$ cat config.mk
export PLATFORM = sky130hd
export DESIGN_NAME = uart_tx_mmio
export DESIGN_NICKNAME = d
export VERILOG_FILES = /design/src/rtl/uart_tx_mmio.sv
export SDC_FILE = /design/constraint.sdc
export NUM_CORES = 1
export LEC_CHECK = 0
export CORE_ASPECT_RATIO = 2
export CORE_MARGIN = 5
export CORE_UTILIZATION = 46
export DETAILED_ROUTE_END_ITERATION = 10
export PLACE_DENSITY_LB_ADDON = 0.3
export SLEW_MARGIN = 10
export SYNTH_ARGS = -nofsm -noshare
export SYNTH_HDL_FRONTEND = slang
export SYNTH_SLANG_ARGS = --single-unit
$ cat constraint.sdc
create_clock -name clock -period 3.23 [get_ports clock]
set_clock_uncertainty 0.15 [all_clocks]
set_input_delay 0.969 -clock clock [delete_from_list [all_inputs] [get_ports clock]]
set_output_delay 0.969 -clock clock [all_outputs]
set_load 0.02 [all_outputs]
$ cat src/rtl/uart_tx_mmio.sv
// Memory-mapped 8N1 UART transmitter with a TX FIFO and a programmable baud divisor.
// Optional interrupt output and IE register are built when UART_TX_MMIO_IRQ_EN is defined.
module uart_tx_mmio #(
  parameter logic [31:0] BASE_ADDR  = 32'h1000_0000,
  parameter int unsigned FIFO_DEPTH = 4,
  parameter logic [15:0] DIV_RESET  = 16'd868
) (
  input  logic        clock,
  input  logic        reset,
  input  logic        load,
  input  logic        store,
  input  logic [31:0] address,
  input  logic [31:0] store_data,
  output logic [31:0] load_data,
  output logic        tx
`ifdef UART_TX_MMIO_IRQ_EN
  ,
  output logic        irq
`endif
);

  localparam int unsigned AW = (FIFO_DEPTH > 1) ? $clog2(FIFO_DEPTH) : 1;
  localparam int unsigned CW = AW + 1;

  typedef enum logic [1:0] {
    IDLE,
    START,
    DATA,
    STOP
  } state_t;

  state_t        state, next_state;

  logic          sel;
  logic [1:0]    reg_idx;
  logic          wr_txdata, wr_status, wr_div;

  logic [7:0]    mem [FIFO_DEPTH];
  logic [AW-1:0] wr_ptr, rd_ptr;
  logic [CW-1:0] count;
  logic          fifo_full, fifo_empty;
  logic          push_ok, pop;

  logic          overflow;
  logic [15:0]   div_reg;
  logic [15:0]   div_load;
  logic [15:0]   baud_cnt;
  logic          bit_done;
  logic [7:0]    shift;
  logic [2:0]    bit_idx;
  logic          busy;
  logic [31:0]   count_ext;
  logic [3:0]    cnt_sat;
  logic          unused_bits;

  assign sel       = (address[31:4] == BASE_ADDR[31:4]);
  assign reg_idx   = address[3:2];
  assign wr_txdata = store & sel & (reg_idx == 2'd0);
  assign wr_status = store & sel & (reg_idx == 2'd1);
  assign wr_div    = store & sel & (reg_idx == 2'd2);

  assign fifo_full  = (count == CW'(FIFO_DEPTH));
  assign fifo_empty = (count == '0);
  // A pop in the same cycle frees the slot, so a push to a full FIFO still lands.
  assign push_ok    = wr_txdata & (~fifo_full | pop);

  assign div_load = (div_reg == 16'd0) ? 16'd0 : (div_reg - 16'd1);
  assign bit_done = (baud_cnt == 16'd0);
  assign busy     = (state != IDLE);

  assign count_ext = 32'(count);
  assign cnt_sat   = (count_ext > 32'd15) ? 4'hF : count_ext[3:0];

  assign unused_bits = ^{address[1:0], store_data[31:16]};

  // FIFO storage carries no reset; validity is tracked by count.
  always_ff @(posedge clock) begin
    if (push_ok) begin
      mem[wr_ptr] <= store_data[7:0];
    end
  end

  always_ff @(posedge clock or negedge reset) begin
    if (!reset) begin
      wr_ptr <= '0;
      rd_ptr <= '0;
      count  <= '0;
    end else begin
      if (push_ok) begin
        wr_ptr <= wr_ptr + AW'(1);
      end
      if (pop) begin
        rd_ptr <= rd_ptr + AW'(1);
      end
      case ({push_ok, pop})
        2'b10:   count <= count + CW'(1);
        2'b01:   count <= count - CW'(1);
        default: count <= count;
      endcase
    end
  end

  always_ff @(posedge clock or negedge reset) begin
    if (!reset) begin
      overflow <= 1'b0;
      div_reg  <= DIV_RESET;
    end else begin
      if (wr_txdata && fifo_full && !pop) begin
        overflow <= 1'b1;
      end else if (wr_status && store_data[3]) begin
        overflow <= 1'b0;
      end
      if (wr_div) begin
        div_reg <= store_data[15:0];
      end
    end
  end

  always_ff @(posedge clock or negedge reset) begin
    if (!reset) begin
      state <= IDLE;
    end else begin
      state <= next_state;
    end
  end

  always_comb begin
    next_state = state;
    pop        = 1'b0;
    tx         = 1'b1;
    case (state)
      IDLE: begin
        if (!fifo_empty) begin
          pop        = 1'b1;
          next_state = START;
        end
      end
      START: begin
        tx = 1'b0;
        if (bit_done) begin
          next_state = DATA;
        end
      end
      DATA: begin
        tx = shift[0];
        if (bit_done && (bit_idx == 3'd7)) begin
          next_state = STOP;
        end
      end
      STOP: begin
        if (bit_done) begin
          if (!fifo_empty) begin
            pop        = 1'b1;
            next_state = START;
          end else begin
            next_state = IDLE;
          end
        end
      end
      default: next_state = IDLE;
    endcase
  end

  // The counter reloads from the live divisor at every bit boundary, so a
  // divisor write mid-frame first affects the following bit.
  always_ff @(posedge clock or negedge reset) begin
    if (!reset) begin
      shift    <= '0;
      bit_idx  <= '0;
      baud_cnt <= '0;
    end else if (pop) begin
      shift    <= mem[rd_ptr];
      bit_idx  <= '0;
      baud_cnt <= div_load;
    end else if (state != IDLE) begin
      if (bit_done) begin
        baud_cnt <= div_load;
        if (state == DATA) begin
          shift   <= shift >> 1;
          bit_idx <= bit_idx + 3'd1;
        end
      end else begin
        baud_cnt <= baud_cnt - 16'd1;
      end
    end
  end

`ifdef UART_TX_MMIO_IRQ_EN
  logic ie;
  logic wr_ie;

  assign wr_ie = store & sel & (reg_idx == 2'd3);

  always_ff @(posedge clock or negedge reset) begin
    if (!reset) begin
      ie  <= 1'b0;
      irq <= 1'b0;
    end else begin
      if (wr_ie) begin
        ie <= store_data[0];
      end
      irq <= ie & fifo_empty & (state == IDLE);
    end
  end
`endif

  always_comb begin
    load_data = '0;
    if (load && sel) begin
      case (reg_idx)
        2'd1:    load_data = {24'h0, cnt_sat, overflow, fifo_empty, fifo_full, busy};
        2'd2:    load_data = {16'h0, div_reg};
`ifdef UART_TX_MMIO_IRQ_EN
        2'd3:    load_data = {31'h0, ie};
`endif
        default: load_data = '0;
      endcase
    end
  end

endmodule

# Word level (Yosys, flattened, before mapping)
# Memory sizes are Yosys's and may differ from the RTL's.
# Index checks and enable logic that the tools add are counted.
[op_classes]
add_sub_neg = 7
mul = 0
div = 0
n_lt_le_gt_ge = 1
eq_ne = 14
shifts = 0
n_mux = 30
n_bitwise = 7
n_reduce_logical = 19
[op_table]
columns = ["operator", "count"]
rows = [
  ["$mux W16", 5],
  ["$logic_not A16 Y1", 2],
  ["$mux W8", 4],
  ["$pmux W16 S2", 1],
  ["$sub A16 B1 Y16 const B", 2],
  ["$eq A28 B25 Y1 const B", 1],
  ["$mux W3", 4],
  ["$reduce_bool A2 Y1", 6],
  ["$eq A2 B2 Y1 const B", 4],
  ["$mux W2", 4],
  ["$ne A2 B2 Y1 const B", 4],
  ["$pmux W2 S4", 1],
  ["$mux W1", 7],
  ["$add A3 B1 Y3 const B", 2],
  ["$eq A2 B1 Y1 const B", 3],
  ["$eq A3 B3 Y1 const B", 2],
  ["$pmux W3 S2", 1],
  ["$and A1 B1 Y1", 5],
  ["$logic_and A1 B1 Y1", 5],
  ["$add A2 B1 Y2 const B", 2],
  ["$gt A3 B4 Y1 const B", 1],
  ["$logic_not A2 Y1", 2],
  ["$mux W4", 1],
  ["$pmux W1 S2", 2],
  ["7 further kinds", 7],
]
[word_totals]
regBits = 53
latch_bits = 0
ramBits = 32
rom_bits = 0
out_inout_bits = 33
elab_cells = 88
n_memories = 1
[memory_table]
columns = ["memory", "depth", "width", "read_ports", "rd_clocked_by_memory_dff", "wr", "line", "rtl"]
rows = [
  ["mem", 4, 8, 1, 0, 1, "38", "logic [7:0] mem [FIFO_DEPTH];"],
]

# Depth between registers and ports, before layout
[logic_depth]
word_depth = 8
mapped_depth = 12

# Worst setup path after synthesis
# OpenSTA, ideal clock, no wires.
[synth_path]
path_type = "input port to output port"
startpoint = "in address[6]"
endpoint = "out load_data[10]"
arrival_time_ps = 2289
t_required_ps = 2111
slack_ps = -178
path_stages = 6
path_cell_list = "nor4_1 nand4_1 nor2_1 and3_1 clkbuf_1 and2_1"
[synth_between]
elab_chain_cells = 3
[synth_lines]
columns = ["item", "line", "rtl"]
rows = [
  ["start, declared", "12", "input logic [31:0] address,"],
  ["$eq A28 B25 Y1", "56", "assign sel = (address[31:4] == BASE_ADDR[31:4]);"],
  ["$logic_and A1 B1 Y1", "209", "if (load && sel) begin"],
  ["$mux W16", "209", ""],
  ["end, declared", "14", "output logic [31:0] load_data,"],
]
# Every way passes these cells.

# Worst setup path in the final report
[layout_path]
startpoint = "in address[31]"
endpoint = "out load_data[8]"
# Same word-level chain as after synthesis.

==> summary.md <==
| Metric | Value |
|---|---|
| Initial antenna violation count | `0` |
| WHS Endpoint | `shift[5]` |
| Initial Utilization | `46.7%` |
| Nets | `592` |
| DP HPWL | `around 8900 µm` |
| Worst Reg-to-Reg Cells | `9` |
| EDFF count, synth | `32` |
| Post-synth top area share | `25.7%` |
| Chip width | `81.3 µm` |
| Design Power | `between 0.002 and 0.0025 W` |
| Die area | `0.0124 mm²` |
| Max-slew headroom at the worst pin | `46.9%` |
| Register area share after synthesis | `49.0%` |
| CTS tree | `done` |
| Area leader, netlist | `dfrtp_1` |
| Startpoint Class | `primary input` |
| Failing checks | `setup timing` |
| Critical path class | `primary input to output pin` |
| Max Slew Vio Count | `0` |
| Row cnt | `52` |
| Most frequent cells in the layout | `dfrtp_1, edfxtp_1, nand2_1, nor2_1, buf_6` |
| Share of layout cells above drive strength 1 | `28.8%` |
| CP Capture Type | `output pin` |
| Post-Syn Area | `0.00468 mm²` |
| Worst-Skew Late Latency | `approximately 0.34 ns` |
| Worst R2R Start | `baud_cnt[4]` |
| Critical hold path startpoint | `shift[5]` |
| CORE AREA | `0.0100 mm²` |
| CTS buffer count | `9` |
| Most common cell after layout, fill and taps aside | `dfrtp_1` |
| Final min period | `3.37 ns` |
| DRC viols | `0` |
| Final setup fails | `16` |
| Antenna Nets Post-Route | `0` |
| Top area cells in the synthesized netlist | `dfrtp_1, edfxtp_1, ha_1, mux2_2, mux4_2` |
| Pleak | `roughly 2.5 nW` |
| WP data required | `2.11 ns` |
| Final worst slack | `-0.144 ns` |
| Area of the multi-input gates | `0.00237 mm²` |
| Clk root buf | `clkbuf_16` |
| Final wirelength | `between 10000 and 15000 µm` |
| Vias per std cell | `5.60` |
| Port bufs | `66` |
| Primary FF master, synth | `dfrtp_1` |
| Setup TNS Final | `-1.92 ns` |
| RSZ-0062 raised after global routing | `yes` |
| WHS | `0.343 ns` |
| Reg2reg end | `count[2]` |
| Global placer's final weighted congestion | `0.863` |
| First-pass GRT wire length | `19000 µm` |
| Worst slew pin tran | `0.796 ns` |
| Hold WC Path Type | `flop to flop` |
| Tot GR Track Use | `20.2%` |
| Via Count | `3615` |
| F_max | `just under 300 MHz` |
| PwrDens | `377 mW/mm²` |
| Critical Path Fanout Max | `5` |
| Clock buffer depth | `2` |
| Clk sink count | `85` |
| Vias in the first global route | `3776` |
| Area growth syn-to-layout | `29.4%` |
| Worst Setup SP | `address[31]` |
| First DRT Iteration DRCs | `between 200 and 250` |
| Gr ovfl total | `0` |
| Vert. Die Dim | `153 µm` |
| Wire length per cell | `18.2 µm` |
| Filler cell count | `833` |
| Reg2Reg Setup Slack | `0.23 ns` |
| Max reg flops | `32` |
| Largest net degree at the start of global routing | `30` |
| Hold-fix buffers, CTS | `0` |
| #FFs+latches synth | `85` |
| Hold path cells | `2` |
| Final hold violations | `0` |
| Sequential cell area | `0.00229 mm²` |
| DR pass1 iterations | `4` |
| H-Tree Depth | `3` |
| Clock edge transition at the registers on the reported setup and hold paths | `0.07 ns` |
| Critical Path AT | `around 2.3 ns` |
| Syn_area_per_cell | `between 10 and 15 µm²` |
| Final worst-path cycle share | `104%` |
| Peak VDD IR | `0.000320 V` |
| Maxcap violations | `0` |
| Post-synth cell types | `60` |
| # diodes | `0` |
| I/O pins | `101` |
| Cells after Synth | `420` |
| Ys Warns | `0` |
| Status | `finished, violations left` |
| Asr flop ratio synth | `62.4%` |
==> where the power goes <==
group / internal, W / switching (W) / total, W
Combinational: 0.0000612 / 0.0000699 / 0.000131
Sequential: 0.00113 / 0.00000688 / 0.00114
Clock: 0.000549 / 0.000466 / 0.00102
Total: 0.00174 / 0.000543 / 0.00228
==> stage by stage <==
step | setup slack (ns) | instance area [µm²] | std cells | utilization (%)
final | -0.144 | 6060 | 646 | 60.5
after global routing | -0.203 | 6060 | 646 | 60.5
after CTS | -0.125 | 6050 | 646 | 60.4
after detailed placement | -1.05 | 5600 | 628 | 55.9
after global placement | -0.974 | 5600 | 628 | 55.9
after floorplan | -0.0114 | 4760 | 435 | -
==> synthesized netlist by cell type (3+ instances only) <==
library cell / count
nor3_1: 15
nor4_1: 10
clkbuf_1: 6
buf_4: 16
buf_1: 4
mux2i_1: 8
nand3_1: 7
ha_1: 17
o21ai_1: 18
nand3b_1: 3
mux2_2: 17
nand2_1: 28
or3_1: 3
a22o_1: 5
a21oi_1: 11
dfstp_2: 5
or4_1: 3
o21ai_0: 10
xor2_1: 8
a22oi_1: 12
o31a_1: 3
o22ai_1: 3
buf_6: 3
edfxtp_1: 32
dfrtp_1: 48
xnor2_1: 11
mux4_2: 8
nor2_1: 32
nor2b_1: 4
inv_1: 16
and3_1: 3
and2_1: 14
==> area by class of cell <==
cell class,instances,share of cell area [%]
multi-input cells,304,39.2
repair buffers,90,14.2
inverters,16,0.991
well taps,135,2.79
clock inverters,7,1.24
clock buffers,9,3.72
flip-flops and latches,85,37.9
==> repair_timing <==
item,4_1_cts,5_1_grt
cloned,1,0
setup buffers,1,0
gates resized for setup,207,7
pin swaps,18,8
endpoints found under the setup margin,16,18
==> logic make-up (layout without fill, tap and decap cells) <==
| group | after synthesis | after routing | share of synthesized area, % |
|---|---|---|---|
| compound gates | 78 | 78 | 11.1 |
| xor+xnor | 19 | 19 | 3.56 |
| fa+ha+maj | 18 | 18 | 4.97 |
| buf+inv | 47 | 122 | 5.59 |
| flops | 85 | 85 | 49.0 |
| mux | 34 | 34 | 9.89 |
| other cells | 1 | 16 | 0.0801 |
| simple gates | 138 | 139 | 15.8 |
==> worst max-delay path by stage <==
stage / end / slack [ns] / cells past startpoint
2_1_floorplan: load_data[0] / -0.01 / 5
3_3_place_gp: load_data[9] / -0.97 / 7
3_5_place_dp: load_data[14] / -1.05 / 7
4_1_cts: load_data[12] / -0.13 / 7
5_1_grt: load_data[5] / -0.20 / 7
6_report: load_data[8] / -0.14 / 7
==> metal layers <==
metal  vias to the layer above  wire [µm]  track usage [%]
met4                         0        578             11.4
met3                        40        558             3.20
li1                       1682          -                -
met2                       146       6700             36.8
met1                      1747       3890             20.9
met5                         -          0                0
==> critical path, cell delays in order <==
cell and delay, ns:
clkdlybuf4s15_1 0.16, nor4_1 0.26, nand3_1 0.16, nor2_4 0.21, and3_4 0.25, and2_4 0.14
buf_6 0.11
Power figures use the tool's default switching activity.
